<file path="config.mk">
export PLATFORM = sky130hd
export DESIGN_NAME = asyn_fifo_rd_stream_flat
export DESIGN_NICKNAME = d
export VERILOG_FILES = /design/src/rtl/asyn_fifo_rd_stream_if.sv /design/src/rtl/asyn_fifo_rd_stream.sv /design/src/flat_wrapper.sv
export SDC_FILE = /design/constraint.sdc
export NUM_CORES = 1
export LEC_CHECK = 0
export ABC_CLOCK_PERIOD_IN_PS = 5060
export CORE_MARGIN = 2
export CORE_UTILIZATION = 52
export DETAILED_ROUTE_END_ITERATION = 8
export GPL_TIMING_DRIVEN = 0
export PLACE_DENSITY = 0.83
export SLEW_MARGIN = 30
export SYNTH_ARGS = -nofsm -noshare
export SYNTH_HDL_FRONTEND = slang
export SYNTH_SLANG_ARGS = --single-unit
</file>
<file path="constraint.sdc">
create_clock -name r_clk -period 5.06 [get_ports r_clk]
set_input_delay 1.518 -clock r_clk [delete_from_list [all_inputs] [get_ports r_clk]]
set_output_delay 1.518 -clock r_clk [all_outputs]
set_load 0.03 [all_outputs]
</file>
<file path="src/rtl/asyn_fifo_rd_stream_if.sv">
// asyn_fifo_rd_stream_if: FIFO read handshake plus downstream valid/ready stream
interface asyn_fifo_rd_stream_if #(parameter int DATA_BITS = 10);
    logic                 fifo_empty;
    logic [DATA_BITS-1:0] fifo_rdata;
    logic                 fifo_read;
    logic                 out_valid;
    logic                 out_ready;
    logic [DATA_BITS-1:0] out_data;
    modport master (input fifo_empty, fifo_rdata, out_ready, output fifo_read, out_valid, out_data);
    modport slave (output fifo_empty, fifo_rdata, out_ready, input fifo_read, out_valid, out_data);
endinterface

</file>
<file path="src/rtl/asyn_fifo_rd_stream.sv">
// asyn_fifo_rd_stream: pulls FIFO words into a 2-entry buffer and streams them out
module asyn_fifo_rd_stream #(
    parameter int DATA_BITS = 10,
    parameter int CNT_BITS  = 16
) (
    input  logic                    r_clk,
    input  logic                    r_reset,
    input  logic                    en,
    asyn_fifo_rd_stream_if.master   bus,
    output logic [CNT_BITS-1:0]     word_count,
    output logic [1:0]              occupancy
);
    logic                 inflight;
    logic                 pop;
    logic [1:0]           nxt_occ;
    logic [DATA_BITS-1:0] head;
    logic [DATA_BITS-1:0] tail;
    assign pop     = bus.out_valid & bus.out_ready;
    // credit: buffered + in-flight words after this edge must leave room for one more
    assign nxt_occ = occupancy + {1'b0, inflight} - {1'b0, pop};
    assign bus.fifo_read = en & ~r_reset & ~bus.fifo_empty & (nxt_occ < 2'd2);
    assign bus.out_valid = occupancy != 2'd0;
    assign bus.out_data  = head;
    always_ff @(posedge r_clk or posedge r_reset) begin
        if (r_reset) begin
            inflight   <= 1'b0;
            occupancy  <= 2'd0;
            head       <= '0;
            tail       <= '0;
            word_count <= '0;
        end else begin
            inflight  <= bus.fifo_read;
            occupancy <= nxt_occ;
            if (pop && !(&word_count))
                word_count <= word_count + 1'b1;
            if (pop && occupancy == 2'd2)
                head <= tail;
            else if (inflight && (pop || occupancy == 2'd0))
                head <= bus.fifo_rdata;
            if (inflight && (pop ? occupancy == 2'd2 : occupancy == 2'd1))
                tail <= bus.fifo_rdata;
        end
    end
endmodule

</file>
<file path="src/flat_wrapper.sv">
// flat-port wrapper written by rule: the top's interface ports become plain ports
module asyn_fifo_rd_stream_flat 
#(
    parameter int DATA_BITS = 10,
    parameter int CNT_BITS  = 16
)
  (r_clk, r_reset, en, word_count, occupancy, bus_fifo_empty, bus_fifo_rdata, bus_out_ready, bus_fifo_read, bus_out_valid, bus_out_data);
  asyn_fifo_rd_stream_if #(.DATA_BITS(DATA_BITS)) bus_i ();
  input  logic r_clk;
  input  logic r_reset;
  input  logic en;
  output logic [CNT_BITS-1:0] word_count;
  output logic [1:0] occupancy;
  input wire logic [$bits(bus_i.fifo_empty)-1:0] bus_fifo_empty;
  input wire logic [$bits(bus_i.fifo_rdata)-1:0] bus_fifo_rdata;
  input wire logic [$bits(bus_i.out_ready)-1:0] bus_out_ready;
  output wire logic [$bits(bus_i.fifo_read)-1:0] bus_fifo_read;
  output wire logic [$bits(bus_i.out_valid)-1:0] bus_out_valid;
  output wire logic [$bits(bus_i.out_data)-1:0] bus_out_data;
  assign bus_i.fifo_empty = bus_fifo_empty;
  assign bus_i.fifo_rdata = bus_fifo_rdata;
  assign bus_i.out_ready = bus_out_ready;
  assign bus_fifo_read = bus_i.fifo_read;
  assign bus_out_valid = bus_i.out_valid;
  assign bus_out_data = bus_i.out_data;
  asyn_fifo_rd_stream #(.DATA_BITS(DATA_BITS), .CNT_BITS(CNT_BITS)) u_core (.r_clk(r_clk), .r_reset(r_reset), .en(en), .bus(bus_i), .word_count(word_count), .occupancy(occupancy));
endmodule
</file>
==> impl_metrics.env <==
export IMPL_outcome="completed"
export IMPL_pin_count=45
export IMPL_start_util=0.544
export IMPL_overflow=0
export IMPL_hold_violations=0
export IMPL_setup_ws_ns=0.138
export IMPL_num_rows=21
export IMPL_synth_top_flop_cell="dfrtp_1"
export IMPL_p_seq_frac=0.374
export IMPL_holdPathStages=1
export IMPL_port_buffers=44
export IMPL_setup_viol=0
export IMPL_fillers=261
export IMPL_ant_nets=0
export IMPL_crit_path_start_kind="primary input"
export IMPL_multi_input_area_um2=841
export IMPL_cts_tree="yes"
export IMPL_synth_fp_nets=162
export IMPL_dpl_hpwl_mm=2.66
export IMPL_die_h_um=63.3
export IMPL_synth_warnings=0
export IMPL_clk_pin_slew_ns=0.12
export IMPL_die_x_um=63.3
export IMPL_fmax_mhz=203
export IMPL_synth_edff_count=0
export IMPL_crit_path_max_fanout=5
export IMPL_yosys_register_bits=39
export IMPL_synth_area_um2=1830
export IMPL_cp_end_kind="output port"
export IMPL_drv_slew=0
export IMPL_grt_max_degree=40
export IMPL_cellPowerDensity_nw_per_um2=565
export IMPL_final_common_cell="clkdlybuf4s50_1"
export IMPL_layout_common_cells="clkdlybuf4s50_1, dfrtp_1, mux2_2"
export IMPL_track_usage=0.213
export IMPL_drt_total_wl_mm=3.90
export IMPL_relSlewSlack=0.467
export IMPL_p_switching_w=0.000516
export IMPL_worst_pin_slew_ns=0.798
export IMPL_clock_latency_ns=0.34
export IMPL_fin_crit_sh=0.973
export IMPL_cts_buffers=5
export IMPL_grt_pass1_vias=1358
export IMPL_cp_required_ns=3.54
export IMPL_async_flop_share=1.00
export IMPL_grt_first_pass_wirelength_mm=6.57
export IMPL_skew_ns=0.00522
export IMPL_antenna_found_initial=0
export IMPL_crit_type="in -> out"
export IMPL_first_pass_iters=6
export IMPL_core_region_area_um2=3360
export IMPL_ir_drop_uv=395
export IMPL_cts_sinks=39
export IMPL_synth_cell_types=32
export IMPL_area_growth_pct=35.6
export IMPL_switching_share=0.368
export IMPL_cap_violations=0
export IMPL_die_area_um2=4010
export IMPL_wl_per_cell_um=15.8
export IMPL_intPower_w=0.000885
export IMPL_gp_congestion=0.859
export IMPL_nets=218
export IMPL_num_vias=1350
export IMPL_antenna_cells=0
export IMPL_final_seq_area_um2=976
export IMPL_rr_worst_depth=13
export IMPL_avgSynthCellArea_um2=12.7
export IMPL_routed_via_density=5.47
export IMPL_syn_inst=144
export IMPL_root_buffer="clkbuf_4"
export IMPL_seq_area_frac_synth=0.534
export IMPL_hold_buffers=0
export IMPL_cts_buffer_depth=2
export IMPL_arrival_ns=3.40
export IMPL_period_minus_slack_ns=4.92
export IMPL_dpl_cell_area_um2=2330
export IMPL_hp_class="reg -> reg"
export IMPL_drc_errors=0
export IMPL_p_comb_frac=0.444
export IMPL_htreeDepth=2
export IMPL_p_clk_frac=0.182
export IMPL_post_route_cells_drive_above_1_share=0.289
export IMPL_final_area_um2=2480
export IMPL_rsz0062_at_grt="no"
export IMPL_drtIter0Drc=43
export IMPL_post_place_ws_ns=-0.623
export IMPL_p_leak_nw=1.07
==> routing by layer <==
layer	track usage	part of all wire
met5	0	0
met4	0.0761	0.020
met3	0.0679	0.053
met2	0.362	0.51
met1	0.256	0.42
==> power by group through the flow <==
stage	registers, W	clock network, W	logic [W]
after floorplan	0.000658	0	0.000237
after global routing	0.000541	0.000273	0.000661
final	0.000524	0.000255	0.000622
after detailed placement	0.000526	0	0.000608
after global placement	0.000516	0	0.000589
after CTS	0.000524	0.000260	0.000627
==> through the flow <==
step,util,std cells,total power [W],TNS [ns],hold WS (ns)
6_report,0.737,247,0.00140,0,0.516
3_3_place_gp,0.693,234,0.00110,-0.500,0.483
4_1_cts,0.737,247,0.00141,0,0.517
3_5_place_dp,0.693,234,0.00113,-0.623,0.490
5_1_grt,0.737,247,0.00148,0,0.535
2_1_floorplan,-,144,0.000895,0,0.475
==> cell usage after synthesis, types with 2 or more instances <==
cell type  number  area (µm²)
a41oi_1         2        17.5
o21ai_0         3        15.0
buf_2           2        10.0
nor4_1          3        18.8
a21oi_1         2        10.0
nor2b_1         2        12.5
dfrtp_1        39         976
mux2_2         32         360
or3_1           2        12.5
nand2_1         4        15.0
xor2_1          7        61.3
a31oi_1         2        12.5
o211ai_1        2        15.0
o2111ai_1       2        17.5
nor3_1          3        15.0
or2_2           2        12.5
nor2_1          4        15.0
nand3_1         7        35.0
xnor2_1         5        43.8
inv_1           5        18.8
ha_1            3        37.5
==> worst paths after layout <==
check	slack [ns]	startpoint	endpoint
max reg2reg	2.51	u_core.occupancy[1]	u_core.inflight
min in group asynchronous	1.68	r_reset	u_core.bus.out_data[3]
max	0.14	bus_out_ready	bus_fifo_read
max in group asynchronous	2.88	r_reset	u_core.tail[6]
min	0.52	u_core.tail[3]	u_core.tail[3]
min reg2reg	0.52	u_core.tail[3]	u_core.tail[3]
==> final cells by class <==
type | count | area share
tap | 46 | 0.0232
clock inverter | 2 | 0.0242
inverter | 5 | 0.00757
clock buffer | 6 | 0.0167
timing repair buffer | 49 | 0.191
multi-input combinational | 98 | 0.339
buffer | 2 | 0.00404
sequential | 39 | 0.394
==> cell families after synthesis <==
group,count (synthesis),share of synthesized area
adder cells (fa/ha/maj),3,0.0205
flip-flops,39,0.534
multiplexers,32,0.197
buffers and inverters,7,0.0157
XOR/XNOR,12,0.0575
AND/OR/NAND/NOR,35,0.114
AO/OA/AOI/OAI,16,0.0609
==> worst max-delay path, cell delays in order <==
cell           delay [ns]
dlygate4sd2_1        0.28
o21ai_2              0.11
inv_1                0.09
ha_1                 0.30
inv_1                0.05
ha_1                 0.20
xnor2_2              0.14
xnor2_1              0.17
nor4b_2              0.32
buf_4                0.22
==> flip-flops by register name (all words and copies together), names as in the netlist <==
register	flops
u_core.inflight	1
u_core.occupancy	2
u_core.word_count	16
u_core.tail	10
u_core.bus.out_data	10
==> what timing repair did <==
item / in CTS / in global routing
buffers inserted: 5 / 0
gates resized for setup: 11 / 0
endpoints found under the setup margin: 1 / 0
Note: power is estimated with default switching activity, not from simulation.
